$ cat config.mk
export PLATFORM = sky130hd
export DESIGN_NAME = max_result_reporter
export DESIGN_NICKNAME = d
export VERILOG_FILES = /design/src/rtl/design_variables.sv /design/src/rtl/max_result_reporter.sv
export SDC_FILE = /design/constraint.sdc
export NUM_CORES = 1
export LEC_CHECK = 0
export CELL_PAD_IN_SITES_DETAIL_PLACEMENT = 0
export CELL_PAD_IN_SITES_GLOBAL_PLACEMENT = 2
export CORE_ASPECT_RATIO = 0.9
export CORE_MARGIN = 5
export CORE_UTILIZATION = 27
export DETAILED_ROUTE_END_ITERATION = 12
export PLACE_DENSITY_LB_ADDON = 0.1
export SETUP_SLACK_MARGIN = 0.5
export SYNTH_ARGS = -nofsm -noshare
export SYNTH_HDL_FRONTEND = slang
export SYNTH_SLANG_ARGS = --single-unit
$ cat constraint.sdc
create_clock -name clk -period 1.8 [get_ports clk]
set_input_delay 0.27 -clock clk [delete_from_list [all_inputs] [get_ports clk]]
set_output_delay 0.27 -clock clk [all_outputs]
set_load 0.02 [all_outputs]
$ cat src/rtl/design_variables.sv
// ---------------------------------------------------------------------------
// design_variables
//   Shared widths and types for the alignment result path.
//   SCORE_WIDTH / ROW_BITS_WIDTH / COL_BITS_WIDTH : default field widths of the
//     running-max register bank.
//   report_state_t : state encoding of the result reporter.
//   num_beats()    : ceiling division giving the bus beats needed for a word.
// ---------------------------------------------------------------------------
package design_variables;

  localparam int SCORE_WIDTH    = 8;
  localparam int ROW_BITS_WIDTH = 5;
  localparam int COL_BITS_WIDTH = 5;

  typedef enum logic [1:0] {
    IDLE = 2'd0,
    SEND = 2'd1,
    DONE = 2'd2
  } report_state_t;

  function automatic int num_beats(input int res_w, input int out_w);
    return (res_w + out_w - 1) / out_w;
  endfunction

endpackage

$ cat src/rtl/max_result_reporter.sv
// ---------------------------------------------------------------------------
// max_result_reporter
//   Snapshots {max_score,max_row,max_col} on start_report and streams the
//   packed word out over a narrow valid/ready bus, least significant beat
//   first, marking the final beat and pulsing report_done afterwards.
//
// Ports
//   clk           : clock, rising edge
//   rst_n         : synchronous active-low reset
//   start_report  : 1-cycle pulse, max bank is final
//   max_score     : running max score
//   max_row       : row of the max
//   max_col       : column of the max
//   clr_flags     : clears the sticky dropped_start flag
//   out_ready     : sink ready
//   out_valid     : beat valid
//   out_data      : beat payload
//   out_last      : final beat of the result
//   no_match      : captured score was zero (held with the result)
//   busy          : reporter not idle
//   report_done   : 1-cycle pulse after the last beat is accepted
//   dropped_start : sticky, a start arrived while busy
// ---------------------------------------------------------------------------
module max_result_reporter
  import design_variables::*;
#(
  parameter int SCORE_W   = SCORE_WIDTH,
  parameter int ROW_W     = ROW_BITS_WIDTH,
  parameter int COL_W     = COL_BITS_WIDTH,
  parameter int OUT_WIDTH = 8
) (
  input  logic                 clk,
  input  logic                 rst_n,
  input  logic                 start_report,
  input  logic [SCORE_W-1:0]   max_score,
  input  logic [ROW_W-1:0]     max_row,
  input  logic [COL_W-1:0]     max_col,
  input  logic                 clr_flags,
  input  logic                 out_ready,
  output logic                 out_valid,
  output logic [OUT_WIDTH-1:0] out_data,
  output logic                 out_last,
  output logic                 no_match,
  output logic                 busy,
  output logic                 report_done,
  output logic                 dropped_start
);

  localparam int RES_W     = SCORE_W + ROW_W + COL_W;
  localparam int NUM_BEATS = num_beats(RES_W, OUT_WIDTH);
  localparam int PAD_W     = NUM_BEATS * OUT_WIDTH;
  localparam int CNT_W     = (NUM_BEATS > 1) ? $clog2(NUM_BEATS) : 1;
  localparam logic [CNT_W-1:0] LAST_CNT = CNT_W'(NUM_BEATS - 1);

  report_state_t      state_q;
  logic [PAD_W-1:0]   shift_q;
  logic [PAD_W-1:0]   word_d;
  logic [CNT_W-1:0]   beat_cnt_q;
  logic [CNT_W-1:0]   beat_cnt_d;
  logic               out_valid_q;
  logic               out_last_q;
  logic               no_match_q;
  logic               busy_q;
  logic               report_done_q;
  logic               dropped_q;
  logic               hs;

  // Column in the LSBs, zero padding above the score up to a whole beat.
  always_comb begin
    word_d            = '0;
    word_d[RES_W-1:0] = {max_score, max_row, max_col};
  end

  assign beat_cnt_d = beat_cnt_q + CNT_W'(1);
  assign hs         = out_valid_q && out_ready;

  always_ff @(posedge clk) begin
    if (!rst_n) begin
      state_q       <= IDLE;
      shift_q       <= '0;
      beat_cnt_q    <= '0;
      out_valid_q   <= 1'b0;
      out_last_q    <= 1'b0;
      no_match_q    <= 1'b0;
      busy_q        <= 1'b0;
      report_done_q <= 1'b0;
      dropped_q     <= 1'b0;
    end else begin
      report_done_q <= 1'b0;

      // A start that cannot be honoured sets the flag; setting beats clearing.
      if (start_report && (state_q != IDLE)) begin
        dropped_q <= 1'b1;
      end else if (clr_flags) begin
        dropped_q <= 1'b0;
      end

      case (state_q)
        IDLE: begin
          if (start_report) begin
            state_q     <= SEND;
            shift_q     <= word_d;
            beat_cnt_q  <= '0;
            no_match_q  <= (max_score == '0);
            out_valid_q <= 1'b1;
            out_last_q  <= (NUM_BEATS == 1);
            busy_q      <= 1'b1;
          end
        end

        SEND: begin
          // Without a handshake every output register simply holds.
          if (hs) begin
            if (out_last_q) begin
              state_q       <= DONE;
              out_valid_q   <= 1'b0;
              out_last_q    <= 1'b0;
              report_done_q <= 1'b1;
            end else begin
              shift_q    <= shift_q >> OUT_WIDTH;
              beat_cnt_q <= beat_cnt_d;
              out_last_q <= (beat_cnt_d == LAST_CNT);
            end
          end
        end

        DONE: begin
          state_q <= IDLE;
          busy_q  <= 1'b0;
        end

        default: begin
          state_q     <= IDLE;
          out_valid_q <= 1'b0;
          out_last_q  <= 1'b0;
          busy_q      <= 1'b0;
        end
      endcase
    end
  end

  assign out_valid     = out_valid_q;
  assign out_data      = shift_q[OUT_WIDTH-1:0];
  assign out_last      = out_last_q;
  assign no_match      = no_match_q;
  assign busy          = busy_q;
  assign report_done   = report_done_q;
  assign dropped_start = dropped_q;

endmodule

Word level (Yosys, flattened, before mapping)
Cells that the tools add are included.
{ "totals": {"regBits": 34, "inputBits": 23} }
{ "op_classes": {"addsub": 1, "eq_ne": 7, "n_mux": 24, "bitwise_logic": 2, "reduce_logical": 14} }
{ "op_table": {"columns": ["operator", "count"], "rows": [
  ["2-to-1 mux 24 bit", 3],
  ["one-hot mux 24 bit (2 select lines)", 1],
  ["2-to-1 mux 2 bit", 6],
  ["2-to-1 mux 1 bit", 9],
  ["AND reduction 3 bit", 3],
  ["zero test 8 bit", 1],
  ["inequality test 2 bit, second input constant", 4],
  ["one-hot mux 2 bit (2 select lines)", 2],
  ["AND reduction 4 bit", 2],
  ["one-hot mux 1 bit (3 select lines)", 2],
  ["nonzero test 2 bit", 3],
  ["equality test 2 bit, second input constant", 2],
  ["AND reduction 2 bit", 2],
  ["adder 2 x 1 -> 2 bit, second input constant", 1],
  ["equality test 2 x 1 -> 1 bit, second input constant", 1],
  ["logical AND 1 bit", 2],
  ["zero test 2 bit", 1],
  ["NOT 1 bit", 2],
  ["one-hot mux 1 bit (2 select lines)", 1]
]} }

Depth between registers and ports, before layout
{ "depth": {"word_depth": 5, "depth_mapped": 7, "depth_no_buf": 6} }

Worst setup path before layout
No wires, ideal clock.
{ "synth_path": {"kind": "reg-to-reg", "from": "reg out_valid_q (netlist: out_valid)", "to": "reg shift_q[0]", "t_arrival_ns": 1.299, "required_ns": 1.687, "path_slack_ns": 0.388, "stages_incl_launch_ff": 7, "n_path_buf": 2, "cell_sequence": "dfxtp_1 -> nand4b_4 -> a21o_1 -> buf_6 -> buf_6 -> o21ai_1 -> nor2_1"} }
{ "synth_via": {"elab_chain_cells": 3} }
{ "synth_lines": {"columns": ["item", "line_no", "source"], "rows": [
  ["start, declared", "max_result_reporter.sv:60", "logic out_valid_q;"],
  ["start signal, assigned", "max_result_reporter.sv:82", "out_valid_q <= 1'b0;"],
  ["start signal, assigned", "max_result_reporter.sv:105", "out_valid_q <= 1'b1;"],
  ["start signal, assigned", "max_result_reporter.sv:116", "out_valid_q <= 1'b0;"],
  ["logical AND 1 bit", "max_result_reporter.sv:75", "assign hs = out_valid_q && out_ready;"],
  ["inequality test 2 bit (no line)", null, null],
  ["AND reduction 4 bit (no line)", null, null],
  ["end signal, assigned", "max_result_reporter.sv:102", "shift_q <= word_d;"],
  ["end signal, assigned", "max_result_reporter.sv:120", "shift_q <= shift_q >> OUT_WIDTH;"],
  ["end, declared", "max_result_reporter.sv:56", "logic [PAD_W-1:0] shift_q;"]
]} }
Every way passes these cells.
A chain may end at the register's enable or synchronous reset.

Worst setup path after layout
{ "layout_path": {"from": "reg out_last_q (netlist: out_last)", "to": "reg shift_q[15]"} }
{ "layout_via": {"elab_chain_cells": 2} }
{ "layout_lines": {"columns": ["item", "line_no", "source"], "rows": [
  ["start, declared", "max_result_reporter.sv:61", "logic out_last_q;"],
  ["start signal, assigned", "max_result_reporter.sv:106", "out_last_q <= (NUM_BEATS == 1);"],
  ["start signal, assigned", "max_result_reporter.sv:122", "out_last_q <= (beat_cnt_d == LAST_CNT);"],
  ["inequality test 2 bit (no line)", null, null],
  ["AND reduction 4 bit (no line)", null, null]
]} }
Every way passes these cells.

==> flow_summary_export.csv <==
group,metric,value,unit
grt,global_route.overflow_total,0,
floorplanning,ios,37,
hold_path,holdPathEnd,"busy",
cts,cts.clk_slew.worst_paths,0.10,ns
cts,clkSinkCount,28,
floorplanning,core,4550,sq um
yosys,ys_ff_latch,28,
setup_path,crit_type,"reg2reg",
routing,drc,0,
cts,numCtsBuffers,3,
yosys,synth.avg_cell_area,9.12,sq um
setup_path,critPathRequiredTime,1.98,ns
floorplanning,dieArea,6280,sq um
cts,clk_latency,0.28,ns
finish,synthToLayoutAreaGrowth,41.2,%
yosys,synth_flop_cell,"dfxtp_1",
routing,detail-route-antenna-nets,0,
pwr,combPwrFrac,19.3,%
cts,cts_tree,"done",
placement,io_buffers,36,
yosys,async_flop_share,0,%
setup_path,reg2reg_from,"out_last",
yosys,synth_edf_count,0,
yosys,synthCells,142,
finish,final_cells,242,
yosys,synthesis.area,1290,sq um
timing,skew,0.00418,ns
hold_path,min_from,"start_report",
floorplanning,num_rows,23,
cts,clockBufferDepth,2,
pwr,p_leak,0.770,nW
timing,report.final.slew_viol_count,0,
timing,final_hold_viol_count,0,
status,status,"finished, final reports clean",
setup_path,critPathArrivalTime,1.44,ns
floorplanning,start_util,28.5,%
routing,drt_iter0_markers,29,
cts,root_buffer,"clkbuf_8",
timing,fin_crit_sh,70.1,%
routing,vias,1099,
finish,post-route-util,40.2,%
floorplanning,die_h,75.7,um
cts,holdBufCountCts,0,
placement,place_hpwl,2.36,mm
setup_path,slowest_delay,0.36,ns
pwr,switching_share,24.6,%
pwr,powerDensity,801,nW/um^2
hold_path,holdPathStages,3,
timing,hold-worst-slack,0.401,ns
setup_path,ff2ff_setup_slack,0.54,ns
finish,antenna_cells,0,
pwr,p_seq_share,46.5,%
setup_path,end_kind,"flop",
placement,dp.cells,234,
timing,fmax,0.792,GHz
placement,dp_slack,-0.0127,ns
placement,dpl_cell_area,1690,sq um
routing,wire_per_inst,13.6,um
pwr,finalPower,1.46,mW
pwr,pwr-share-clk,34.2,%
timing,timing.final.ws_setup,0.537,ns
pwr,p_int,1.10,mW
routing,vias_per_cell,4.54,
grt,grt_pass1_vias,1023,
yosys,ys_seq_area_share,43.3,%
setup_path,r2r_cells,4,
grt,grt_pass1_wl,5.38,mm
setup_path,startpoint_type,"flop",
hold_path,min_path_type,"in2reg",
timing,setup_viol,0,
setup_path,crit_path_top_delay_cell,"dfxtp_2",
timing,tightest_slew,0.235,ns
placement,gp_congestion,0.722,
setup_path,crit_chain,"nand4b_4, a21o_2, a22oi_1, nor2b_1",
timing,period_minus_slack,1.26,ns
routing,dr.pass1.iters,4,
timing,grt_setup_unrepaired,"true",
setup_path,r2r_end,"shift_q[15]",
timing,tns,0,ns
grt,grt_max_degree,17,
flow_run,maxCapViolCount,0,
grt,antenna_found_initial,0,
finish,drive_above_1_share,20.6,%
cts,h-tree-depth,1,
floorplanning,die_x,83,um
finish,design_area,1830,sq um
setup_path,cp_max_fo,7,
timing,slew-limit-headroom,84.2,%
grt,grt_usage,10.7,%
yosys,synthesis.nets,166,
routing,routed_wl,3.29,mm
finish,finalNetCount,205,
pwr,ir_drop,0.000448,V
pwr,p_switching,0.360,mW
yosys,yosys_warnings,0,
yosys,yosysUniqueCellTypes,32,
layout make-up:
type	instances	area [sq um]
inverter	4	15.0
multi-input combinational	97	659
clock buffer	3	41.3
timing repair buffer	47	438
clock inverter	1	30.0
tap	62	77.6
fill	500	2720
sequential	28	567
sequential cells by signal (all words and copies together) (netlist names):
register       count
busy               1
beat_cnt_q         2
out_last           1
dropped_start      1
state_q            2
out_valid          1
report_done        1
shift_q           18
no_match           1
cells in the final DEF (no fill, tap or decap), types with 2 or more instances in the layout:
cell / Yosys / routed
dfxtp_1: 28 / 25
nor2_1: 23 / 23
clkdlybuf4s50_1: 0 / 20
dlygate4sd2_1: 0 / 12
mux2_2: 10 / 10
o21ai_1: 10 / 10
nor2b_1: 9 / 9
a22oi_1: 8 / 8
buf_4: 8 / 7
nand2b_1: 6 / 5
a21oi_1: 5 / 5
inv_1: 4 / 4
clkbuf_8: 0 / 3
a21o_4: 0 / 2
nor4_1: 2 / 2
o21ai_0: 2 / 2
a21boi_0: 2 / 2
nand2_1: 2 / 2
dfxtp_2: 0 / 2
clkdlybuf4s15_1: 0 / 2
buf_6: 3 / 2
power by group through the flow:
stage	combinational, mW	clock (mW)	sequential [mW]
floorplan	0.171	0	0.695
detailed placement	0.278	0	0.697
CTS	0.275	0.519	0.682
finish	0.282	0.500	0.682
global placement	0.278	0	0.694
global route	0.308	0.543	0.687
metal layers:
metal	vias up	wire, um	part of all wire (%)	global-route usage, %
li1	568	-	-	-
met1	494	1780	54	15.7
met2	35	1310	40	15.6
met3	2	188	5.7	3.57
met4	0	13	0.40	1.63
met5	-	0	0	0
cells in the mapped netlist, types with 3 or more instances:
cell type	n	area (sq um)
a21oi_1	5	25.0
a22oi_1	8	60.1
buf_4	8	60.1
buf_6	3	33.8
clkbuf_1	3	11.3
dfxtp_1	28	561
inv_1	4	15.0
mux2_2	10	113
nand2b_1	6	37.5
nor2_1	23	86.3
nor2b_1	9	56.3
o21ai_1	10	50.1
logic make-up after synthesis:
| group | synth area share, % |
|---|---|
| AND/OR/NAND/NOR | 21.0 |
| AO/OA/AOI/OAI | 16.4 |
| buffers and inverters | 9.66 |
| flip-flops | 43.3 |
| multiplexers | 8.70 |
| adder cells (fa/ha/maj) | 0.966 |
critical path: cells and delay by family (launching register included):
| family | cells | cell delay (ns) |
|---|---|---|
| flip-flops | 1 | 0.36 |
| AO/OA/AOI/OAI | 2 | 0.51 |
| AND/OR/NAND/NOR | 2 | 0.30 |
what timing repair did:
action                     in CTS  in global routing
cloned                          2                  1
pin swaps                       2                  3
setup endpoints to repair      33                 21
setup buffers                   1                  0
hold endpoints to repair        0                  0
gates resized for setup        19                 14
worst max path at each step:
| stage | startpoint | cells after the start | endpoint | slack (ns) |
|---|---|---|---|---|
| final | out_last | 4 | shift_q[15] | 0.54 |
| after floorplan | state_q[0] | 7 | shift_q[0] | 0.51 |
| after CTS | out_valid | 1 | out_valid | 0.48 |
| after global routing | out_last | 4 | shift_q[11] | 0.49 |
| after detailed placement | out_ready | 5 | shift_q[5] | -0.01 |
| after global placement | out_ready | 5 | shift_q[5] | 0.02 |
Power figures use the tool's default switching activity.
